`config.mk`:
```
export PLATFORM = sky130hd
export DESIGN_NAME = mem_arbiter
export DESIGN_NICKNAME = d
export VERILOG_FILES = /design/src/rtl/mem_arbiter.sv
export SDC_FILE = /design/constraint.sdc
export NUM_CORES = 1
export LEC_CHECK = 0
export CAP_MARGIN = 5
export CORE_ASPECT_RATIO = 2
export CORE_MARGIN = 3
export CORE_UTILIZATION = 34
export DETAILED_ROUTE_END_ITERATION = 7
export PLACE_DENSITY = 0.83
export SLEW_MARGIN = 10
export SYNTH_ARGS = -nofsm -noshare
export SYNTH_HDL_FRONTEND = slang
export SYNTH_SLANG_ARGS = --single-unit
```
`constraint.sdc`:
```
create_clock -name clk -period 2.24 [get_ports clk]
set_input_delay 0.336 -clock clk [delete_from_list [all_inputs] [get_ports clk]]
set_output_delay 0.336 -clock clk [all_outputs]
set_load 0.1 [all_outputs]
```
`src/rtl/mem_arbiter.sv`:
```
// -----------------------------------------------------------------------------
// mem_arbiter
//
// Shares one single-ported unified memory between the fetch stage
// (instruction read at PCF) and the memory stage (load/store at ALUOutM) of a
// pipelined MIPS core. Every pipeline advance runs PICK -> [DATA] -> FETCH ->
// RELEASE. The data access of the older M-stage instruction always goes first.
// StallMem freezes the PC and all pipeline registers until RELEASE, where it
// drops for exactly one cycle so the pipeline advances on that edge.
//
// Parameters:
//   LATENCY     memory access time in clocks (1..15). Read data is valid and a
//               write commits in the last cycle of an access.
//
// Ports:
//   clk         clock, all state updates on the rising edge
//   reset       synchronous, active-high
//   PCF         fetch address
//   MemReqM     M-stage instruction is a load or store
//   MemWriteM   M-stage access is a store (meaningful only with MemReqM)
//   ALUOutM     data address
//   WriteDataM  store data
//   MemRD       memory read data
//   MemEn       memory access active
//   MemWE       memory write strobe (one cycle per store)
//   MemAddr     memory address (0 when idle)
//   MemWD       memory write data (always WriteDataM)
//   InstrF      registered fetched instruction
//   ReadDataM   registered load data
//   StallMem    freeze pipeline
// -----------------------------------------------------------------------------
module mem_arbiter #(
  parameter int LATENCY = 2
) (
  input  logic        clk,
  input  logic        reset,
  input  logic [31:0] PCF,
  input  logic        MemReqM,
  input  logic        MemWriteM,
  input  logic [31:0] ALUOutM,
  input  logic [31:0] WriteDataM,
  input  logic [31:0] MemRD,
  output logic        MemEn,
  output logic        MemWE,
  output logic [31:0] MemAddr,
  output logic [31:0] MemWD,
  output logic [31:0] InstrF,
  output logic [31:0] ReadDataM,
  output logic        StallMem
);

  typedef enum logic [1:0] {
    PICK    = 2'd0,
    DATA    = 2'd1,
    FETCH   = 2'd2,
    RELEASE = 2'd3
  } stateType;

  localparam logic [3:0] LastCnt = 4'(LATENCY - 1);

  stateType   state;
  stateType   stateNext;
  logic [3:0] cnt;
  logic [3:0] cntNext;
  logic       lastCycle;

  assign lastCycle = (cnt == LastCnt);
  assign MemWD     = WriteDataM;

  // State register and captured read data. Reset wins over every transition,
  // so an access interrupted by reset neither captures nor commits.
  // NOTE: sequential state uses non-blocking assignments so every register
  // samples the pre-edge values regardless of statement order.
  always_ff @(posedge clk) begin
    if (reset) begin
      state     <= PICK;
      cnt       <= '0;
      InstrF    <= '0;
      ReadDataM <= '0;
    end else begin
      state <= stateNext;
      cnt   <= cntNext;
      if (state == FETCH && lastCycle) begin
        InstrF <= MemRD;
      end
      // Stores leave ReadDataM untouched.
      if (state == DATA && lastCycle && !MemWriteM) begin
        ReadDataM <= MemRD;
      end
    end
  end

  // Next-state and memory-side outputs, all combinational from state, cnt
  // and the (stall-frozen) pipeline inputs.
  always_comb begin
    // NOTE: every output of this block gets a default first, so no path can
    // leave one unassigned and infer a latch.
    stateNext = state;
    cntNext   = cnt;
    MemEn     = 1'b0;
    MemWE     = 1'b0;
    MemAddr   = '0;
    StallMem  = 1'b1;

    case (state)
      PICK: begin
        // MemReqM comes straight from the M-stage register updated on the
        // previous edge, so it is already stable here.
        stateNext = MemReqM ? DATA : FETCH;
        cntNext   = '0;
      end

      DATA: begin
        MemEn   = 1'b1;
        MemAddr = ALUOutM;
        if (lastCycle) begin
          MemWE     = MemWriteM;
          stateNext = FETCH;
          cntNext   = '0;
        end else begin
          cntNext = cnt + 4'd1;
        end
      end

      FETCH: begin
        MemEn   = 1'b1;
        MemAddr = PCF;
        if (lastCycle) begin
          stateNext = RELEASE;
          cntNext   = '0;
        end else begin
          cntNext = cnt + 4'd1;
        end
      end

      RELEASE: begin
        StallMem  = 1'b0;
        stateNext = PICK;
        cntNext   = '0;
      end

      default: begin
        stateNext = PICK;
        cntNext   = '0;
      end
    endcase
  end

endmodule

```
==> metrics.csv, run 1 <==
stage,metric,value,unit
run_status,status,"complete, no violations",
floorplanning,die_x,77.5,microns
synth,syn_nets,563,
critical_path,worstReg2RegStart,cnt[0]$_SDFF_PP0_,
drt,drtAntennaViolNets,0,
hold_path,whs_path_depth,2,
drt,vias,3467,
critical_path,timing_worst_setup_path_type,flop to output pin,
critical_path,cp_common_cell,buf_12,
floorplanning,core_area,9830,sq um
synth,synth.ff_latch_count,70,
critical_path,reg2reg_setup_slack,0.42,ns
cts,cts_tree,done,
global_routing,overflow,0,
floorplanning,start_util,0.354,
critical_path,slowest_stage,dfxtp_2,
power_and_ir_drop,power.density,1230,nW/um^2
critical_path,path_cells,"inv_1, ha_2, buf_12, a22oi_2, nor2b_4, buf_12",
power_and_ir_drop,p_clk_frac,0.219,
floorplanning,ioPinCount,263,
cts,ctsRootBufferMaster,clkbuf_16,
sta,slew_headroom,0.747,
finish,layout.nets,715,
synth,synth_compound_area_frac,0.125,
cts,clock_sinks,70,
synth,ys_top_cells_by_area,"dfxtp_1 40%, nand2_1 14%, mux2i_1 9.5%, buf_4 7.3%, a22oi_1 6.9%",
sta,max_freq,0.469,GHz
critical_path,worstRegToRegCells,5,
drt,routed_wl,11600,microns
power_and_ir_drop,p_seq_frac,0.184,
critical_path,arrival,1.80,ns
synth,yosysWarnings,0,
hold_path,hold_path_class,flop to flop,
sta,period_minus_slack,2.13,ns
critical_path,cpPeakStageDelay,0.36,ns
cts,clock_path_buffers,2,
synth,synth_most_common_cell,nand2_1,
finish,utilization,0.626,
placement,port_buffers,198,
synth,synth_cells,425,
critical_path,worstPathRequired,1.90,ns
synth,synth_xor_area_frac,0.00504,
placement,place_inst,698,
sta,tightest_slew,0.379,ns
synth,synth_top_family_by_area,simple AND/OR/NAND/NOR gates,
synth,synthAdderAreaFrac,0.0216,
hold_path,worstHoldEndpoint,InstrF[20]$_SDFFE_PP0P_,
hold_path,hp-start,InstrF[20]$_SDFFE_PP0P_,
synth,syn_area_per_cell,8.18,sq um
power_and_ir_drop,switchingPower,3380,uW
cts,clk_pin_slew,0.06,ns
placement,dpl_worst_slack,0.150,ns
critical_path,reg2reg_to,ReadDataM[27]$_SDFFE_PP0P_,
synth,yosys.area_share.simple,0.225,
synth,ys_types,27,
job,cap_viol_max_count,0,
power_and_ir_drop,leakagePower,0.00237,uW
power_and_ir_drop,ir_worst_vdd,0.00141,V
sta,final-hold-violation-count,0,
power_and_ir_drop,swShare,0.445,
finish,insertedDiodeCount,0,
floorplanning,rows,51,
sta,slew_viol_final,0,
cts,ctsHoldBuffers,0,
drt,wl_per_cell,16.3,microns
sta,fin_crit_sh,0.953,
synth,synth_top_area_cell,dfxtp_1,
floorplanning,chipHeight,149,microns
finish,stdcell_count,714,
drt,viasPerCell,4.86,
global_routing,grt_usage,0.195,
synth,synth_mux_area_frac,0.0950,
cts,htree_levels,3,
cts,post-cts-setup-buffer-count,0,
sta,fin_ws,0.106,ns
synth,synth-main-ff-cell,dfxtp_1,
synth,async_reset_ff_frac,0,
global_routing,grt_max_degree,36,
floorplanning,die_area,11500,sq um
critical_path,cp_max_fo,32,
cts,clock_latency,0.33,ns
synth,ys_seq_area_frac,0.403,
synth,syn-cell-area,3480,sq um
sta,setup_violations,0,
placement,hpwl,9200,microns
drt,drc,0,
cts,cts_inserted_buffers,9,
drt,drt_iter0_drc,100,
critical_path,start_kind,flop,
finish,layout-drive-gt1-share,0.289,
power_and_ir_drop,power.internal,4210,uW
sta,finalClockSkew,0.00947,ns
global_routing,grt_pass1_vias,3647,
global_routing,grt_antenna_before_repair,0,
global_routing,grt_pass1_wl,17600,microns
power_and_ir_drop,power.share.combinational,0.598,
sta,tns,0,ns
synth,synth_common_cells,"128 x nand2_1, 70 x dfxtp_1, 34 x buf_4",
placement,gp_congestion,0.755,
sta,rsz0062_at_grt,false,
synth,synth_top_area_share,0.403,
finish,synthToLayoutAreaGrowth,77.0,%
drt,dr.pass1.iters,4,
synth,synth-edff-count,0,
critical_path,endpoint_kind,output pin,
sta,timing.hold.ws,0.455,ns
==> worst max path at each step <==
stage,start,endpoint,cells after the start
finish,state[0]$_SDFFE_PP0P_,MemAddr[3],6
global route,state[1]$_SDFFE_PP0P_,MemAddr[13],4
CTS,state[0]$_SDFFE_PP0P_,MemAddr[3],6
detailed placement,state[0]$_SDFFE_PP0P_,MemAddr[3],6
global placement,state[0]$_SDFFE_PP0P_,MemAddr[3],6
floorplan,state[1]$_SDFFE_PP0P_,MemWE,5
==> kinds of logic (layout without fill, tap and decap cells) <==
family / count (synthesis) / count (layout)
mux: 33 / 33
simple gates: 174 / 174
fa+ha+maj: 6 / 6
xor+xnor: 2 / 2
buf+inv: 72 / 229
flops: 70 / 70
compound gates: 68 / 68
==> what timing repair did <==
item,CTS,global route
resized for setup,2,4
endpoints found under the hold margin,0,0
pin swaps,0,1
endpoints found under the setup margin,3,31
==> registers in the layout, indices dropped and copies added, names as in the netlist <==
name       count
state          2
InstrF        32
ReadDataM     32
cnt            4
==> routing by layer <==
metal  track usage  vias up  share of wire
li1              -     1676              -
met1         0.165     1599           0.32
met2         0.391      146           0.57
met3        0.0526       46          0.065
met4         0.111        0          0.047
met5             0        -              0
==> worst max-delay path, delay by kind of cell (launching register included) <==
family	cells	cell delay, ns
compound gates	1	0.33
buf+inv	3	0.45
flops	1	0.36
simple gates	1	0.08
fa+ha+maj	1	0.25
==> through the flow <==
stage	cell area (sq um)	power [uW]
after CTS	6140	7660
final	6150	7590
after global routing	6150	7840
after global placement	5780	5900
after floorplan	3730	4830
after detailed placement	5780	5970
==> cells in the final DEF (no fill, tap or decap) <==
master           instances
a21oi_1                 32
a22oi_1                 29
a22oi_2                  3
and3_1                   1
and3b_2                  1
buf_12                  38
buf_4                   70
bufinv_16                3
clkbuf_16                9
clkbuf_8                 1
clkdlybuf4s50_1         99
clkinv_4                 2
dfxtp_1                 69
dfxtp_2                  1
ha_1                     3
ha_2                     2
ha_4                     1
inv_1                    5
inv_2                    1
inv_6                    1
mux2i_1                 33
nand2_1                128
nand2b_1                 1
nand3_1                  1
nand3b_1                 2
nand4bb_2                1
nor2_1                   5
nor2b_4                 32
nor3b_4                  1
nor4bb_4                 1
o21ai_0                  1
o221ai_1                 1
o311a_1                  2
xnor2_1                  1
xor2_1                   1
==> power groups by stage <==
stage | clock network (uW) | registers (uW) | logic [uW]
after detailed placement | 0 | 1420 | 4550
final | 1660 | 1390 | 4540
after global placement | 0 | 1410 | 4490
after CTS | 1700 | 1390 | 4570
after floorplan | 0 | 1830 | 3010
after global routing | 1740 | 1400 | 4700
==> area by class of cell <==
type	count	area (sq um)
Fill cell	818	3670
Timing Repair Buffer	207	2280
Multi-Input combinational cell	283	1930
Sequential cell	70	1400
Clock buffer	10	239
Tap cell	132	165
Clock inverter	6	116
Inverter	6	22.5
Power figures use the tool's default switching activity.
==> run 2, diff against run 1 <==
Settings changed: CORE_UTILIZATION 34 to 30, PLACE_DENSITY 0.83 to 0.75.
==> run 2 against run 1 <==
- critical path depth decreased by 2
- critical path type unchanged
- non-clock buffer count increased by 1
- final cell count increased by 1.8%
- die area increased by 13%
- largest cell class unchanged
==> metrics.csv, run 2 (same netlist as run 1, synthesis figures left out) <==
stage,metric,value,unit
run_status,status,"complete, no violations",
power_and_ir_drop,p_total,7370,uW
sta,finalClockSkew,0.00565,ns
floorplanning,die_x,82.1,microns
floorplanning,ioPinCount,263,
cts,ctsHoldBuffers,0,
global_routing,grt_max_degree,37,
critical_path,endpoint_kind,output pin,
sta,setup_violations,0,
critical_path,start_kind,flop,
power_and_ir_drop,ir_worst_vdd,0.000998,V
cts,ctsRootBufferMaster,clkbuf_16,
drt,vias,3544,
global_routing,grt_pass1_wl,18400,microns
sta,tns,0,ns
sta,slew_headroom,0.732,
cts,cts_inserted_buffers,9,
job,cap_viol_max_count,0,
finish,top_regs,"InstrF (32), ReadDataM (32), cnt (4)",
placement,hpwl,9470,microns
finish,layout_commonest_cell,nand2_1,
critical_path,worstPathRequired,1.90,ns
cts,clock_path_buffers,2,
global_routing,grt_pass1_vias,3683,
sta,slew_viol_final,0,
critical_path,cp_max_fo,35,
finish,layout.nets,716,
finish,fillers,1056,
sta,fin_crit_sh,0.944,
drt,drt_iter0_drc,121,
sta,tightest_slew,0.402,ns
floorplanning,die_area,13000,sq um
power_and_ir_drop,power.density,1200,nW/um^2
critical_path,cpPeakStageDelay,0.52,ns
finish,utilization,0.541,
sta,timing.hold.ws,0.457,ns
finish,synthToLayoutAreaGrowth,76.6,%
finish,layout-drive-gt1-share,0.292,
critical_path,path_cells,"inv_1, ha_4, nor2b_4, buf_12",
floorplanning,core_area,11400,sq um
placement,gp_congestion,0.784,
floorplanning,start_util,0.306,
drt,drtAntennaViolNets,0,
power_and_ir_drop,leakagePower,0.00236,uW
finish,layout_common_cells,"128 x nand2_1, 99 x clkdlybuf4s50_1, 71 x buf_4",
placement,port_buffers,198,
cts,clock_latency,0.33,ns
global_routing,overflow,0,
cts,htree_levels,3,
critical_path,timing_worst_setup_path_type,flop to output pin,
drt,dr.pass1.iters,4,
sta,final-hold-violation-count,0,
cts,cts_tree,done,
cts,clk_pin_slew,0.06,ns
global_routing,grt_antenna_before_repair,2,
hold_path,hold_path_class,flop to flop,
sta,period_minus_slack,2.11,ns
sta,rsz0062_at_grt,false,
sta,fin_ws,0.126,ns
floorplanning,rows,55,
floorplanning,chipHeight,158,microns
global_routing,grt_usage,0.187,
critical_path,arrival,1.78,ns
critical_path,slowest_stage,ha_4,
drt,drc,0,
drt,viasPerCell,4.87,
drt,wl_per_cell,16.8,microns
placement,dpl_worst_slack,0.367,ns
cts,clock_sinks,70,
sta,max_freq,0.473,GHz
drt,routed_wl,12200,microns
==> run 2: final timing paths <==
kind	slack (ns)	end	depth (start not counted)	start
worst max-delay path	0.13	MemAddr[1]	4	state[1]$_SDFFE_PP0P_
worst min register to register	0.46	InstrF[0]$_SDFFE_PP0P_	2	InstrF[0]$_SDFFE_PP0P_
worst min-delay path	0.46	InstrF[0]$_SDFFE_PP0P_	2	InstrF[0]$_SDFFE_PP0P_
worst max register to register	0.44	InstrF[9]$_SDFFE_PP0P_	7	state[0]$_SDFFE_PP0P_
==> run 2: what timing repair did <==
action	CTS	global route
gates resized for setup	0	7
setup endpoints to repair	0	10
buffers inserted	0	1
==> run 2: report_power, final <==
| group | leakage [uW] | total (uW) | internal [uW] | switching [uW] |
|---|---|---|---|---|
| combinational | 0.00165 | 4530 | 1750 | 2780 |
| clock | 0.000149 | 1450 | 898 | 552 |
| sequential | 0.000565 | 1390 | 1330 | 57.3 |
==> run 2: area by class of cell <==
type / instances / area [sq um] / share of cell area
inverters: 6 / 22.5 / 0.00367
diodes: 2 / 5.00 / 0.000815
clock buffers: 10 / 239 / 0.0389
multi-input cells: 283 / 1940 / 0.316
well taps: 142 / 178 / 0.0289
clock inverters: 6 / 68.8 / 0.0112
repair buffers: 208 / 2280 / 0.372
flip-flops and latches: 70 / 1400 / 0.228
==> run 2: per-stage QoR <==
| stage | area [sq um] | instances |
|---|---|---|
| finish | 6140 | 727 |
| global route | 6140 | 727 |
| CTS | 6100 | 724 |
| detailed placement | 5790 | 708 |
| global placement | 5790 | 708 |
| floorplan | 3730 | 425 |
==> run 2: routing by layer <==
metal / global-route usage / up-vias / share of wire / wire, microns
met2: 0.348 / 156 / 0.55 / 6780
met3: 0.0498 / 68 / 0.070 / 856
li1: - / 1683 / - / -
met5: 0 / - / 0 / 0
met1: 0.164 / 1637 / 0.31 / 3770
met4: 0.138 / 0 / 0.067 / 820
==> run 2: critical path: cells and delay by family (launching register included) <==
kind / cells / cell delay (ns)
fa+ha+maj: 1 / 0.52
flops: 1 / 0.37
buf+inv: 2 / 0.29
simple gates: 1 / 0.26
==> run 3, diff against run 2 <==
Settings changed: GPL_TIMING_DRIVEN from default to 0.
==> run 3 against run 2 <==
- hold slack lost 0.096 ns
- clock skew hardly changed
- register-to-register slack worse by 0.20 ns
- sequential power hardly changed
- first-iteration DRC count is 14% lower
- non-clock buffer count rose by 86
- final cell count up 12%
- design area increased by 9.3%
- via count increased by 7.1%
- count of clock-buffer cells in the layout is 1 lower
==> metrics.csv, run 3 (same netlist as run 1, synthesis figures left out) <==
stage,metric,value,unit
run_status,status,"complete, no violations",
finish,synthToLayoutAreaGrowth,93.0,%
power_and_ir_drop,ir_worst_vdd,0.00110,V
sta,setup_violations,0,
finish,layout_commonest_cell,clkdlybuf4s50_1,
global_routing,use_met1,0.176,
floorplanning,die_area,13000,sq um
global_routing,grt_max_degree,13,
global_routing,grt_usage,0.203,
job,cap_viol_max_count,0,
global_routing,grt_antenna_before_repair,2,
drt,viasPerCell,4.68,
placement,hpwl,10900,microns
critical_path,timing_worst_setup_path_type,flop to output pin,
cts,post-cts-setup-buffer-count,0,
drt,drt_iter0_drc,104,
critical_path,cpPeakStageDelay,0.36,ns
floorplanning,rows,55,
power_and_ir_drop,power.density,1100,nW/um^2
critical_path,cp_max_fo,10,
global_routing,gr-usage-met2,0.388,
floorplanning,ioPinCount,263,
sta,slew_headroom,0.317,
critical_path,endpoint_kind,output pin,
finish,layout.cell_area.non_filler,6710,sq um
cts,clock_sinks,70,
sta,rsz0062_at_grt,true,
critical_path,slowest_stage,dfxtp_4,
cts,clock_path_buffers,2,
sta,finalClockSkew,0.00579,ns
global_routing,overflow,0,
critical_path,start_kind,flop,
cts,ctsHoldBuffers,0,
sta,final-hold-violation-count,0,
global_routing,grt_busiest_layer,met2,
finish,utilization,0.591,
drt,drc,0,
finish,layout.nets,802,
sta,fin_crit_sh,0.972,
cts,cts_tree,done,
sta,tightest_slew,1.02,ns
global_routing,met3_usage,0.0578,
placement,post_dp_cell_area,6200,sq um
cts,clk_pin_slew,0.06,ns
finish,layout_common_cells,"194 x clkdlybuf4s50_1, 128 x nand2_1, 69 x dfxtp_1",
floorplanning,core_area,11400,sq um
drt,drtAntennaViolNets,0,
finish,layout-drive-gt1-share,0.247,
critical_path,path_cells,"inv_1, ha_1, clkbuf_4, buf_6, a22oi_2, nor2b_4, buf_6",
cts,clock_latency,0.33,ns
sta,max_freq,0.459,GHz
critical_path,arrival,1.84,ns
drt,vias,3796,
sta,period_minus_slack,2.18,ns
floorplanning,die_x,82.1,microns
sta,slew_viol_final,0,
global_routing,grt_pass1_wl,19700,microns
drt,routed_wl,13200,microns
critical_path,worstPathRequired,1.90,ns
placement,port_buffers,229,
global_routing,grt_pass1_vias,4017,
sta,tns,0,ns
floorplanning,start_util,0.306,
drt,wl_per_cell,16.3,microns
power_and_ir_drop,leakagePower,0.00247,uW
placement,gp_congestion,0.836,
critical_path,cp_common_cell,buf_6,
cts,ctsRootBufferMaster,clkbuf_16,
drt,dr.pass1.iters,4,
cts,cts_inserted_buffers,9,
floorplanning,chipHeight,158,microns
cts,htree_levels,3,
hold_path,hold_path_class,input port to flop,
finish,top_regs,"InstrF (32), ReadDataM (32), cnt (4)",
sta,timing.hold.ws,0.361,ns
==> run 3: critical path, delay by kind of cell (launching register included) <==
| kind | cells | cell delay (ns) |
|---|---|---|
| flip-flops | 1 | 0.36 |
| adder cells (fa/ha/maj) | 1 | 0.15 |
| buffers and inverters | 4 | 0.76 |
| AND/OR/NAND/NOR | 1 | 0.13 |
| AO/OA/AOI/OAI | 1 | 0.11 |
==> run 3: final timing paths <==
kind                           from  slack [ns]                      end  cells after the start
max reg2reg   state[0]$_SDFFE_PP0P_        0.24  InstrF[11]$_SDFFE_PP0P_                      8
min reg2reg  InstrF[5]$_SDFFE_PP0P_        0.45   InstrF[5]$_SDFFE_PP0P_                      2
max           state[0]$_SDFFE_PP0P_        0.06              MemAddr[16]                      7
min                           reset        0.36   InstrF[0]$_SDFFE_PP0P_                      2
==> run 3: layer usage <==
metal | part of all wire | routed length (microns)
met3 | 0.081 | 1070
met2 | 0.58 | 7640
met5 | 0.00068 | 9
met1 | 0.29 | 3900
met4 | 0.047 | 626
==> run 3: stage by stage <==
step | power (uW) | cells | worst slack (ns)
2_1_floorplan | 4830 | 425 | -0.00396
4_1_cts | 7290 | 810 | -0.114
6_report | 7360 | 811 | 0.0621
5_1_grt | 7650 | 811 | -0.0107
3_3_place_gp | 5740 | 796 | -0.978
3_5_place_dp | 5810 | 796 | -1.06
==> run 3: area by class of cell <==
cell class / count / area [sq um]
antenna: 1 / 2.50
buffer: 65 / 458
clock buffer: 9 / 225
clock inverter: 6 / 38.8
fill: 1005 / 4640
inverter: 6 / 22.5
multi-input combinational: 283 / 2050
sequential: 70 / 1410
tap: 142 / 178
timing repair buffer: 229 / 2330
==> run 3: timing repair <==
item | in CTS | in global routing
setup endpoints to repair | 35 | 33
hold endpoints to repair | 0 | 0
resized for setup | 264 | 30
cloned | 0 | 0
pin swaps | 1 | 2
==> run 3: power by group <==
group | internal, uW | leakage (uW) | switching, uW
clock | 739 | 0.000127 | 527
combinational | 1620 | 0.00178 | 3070
sequential | 1340 | 0.000566 | 65.5
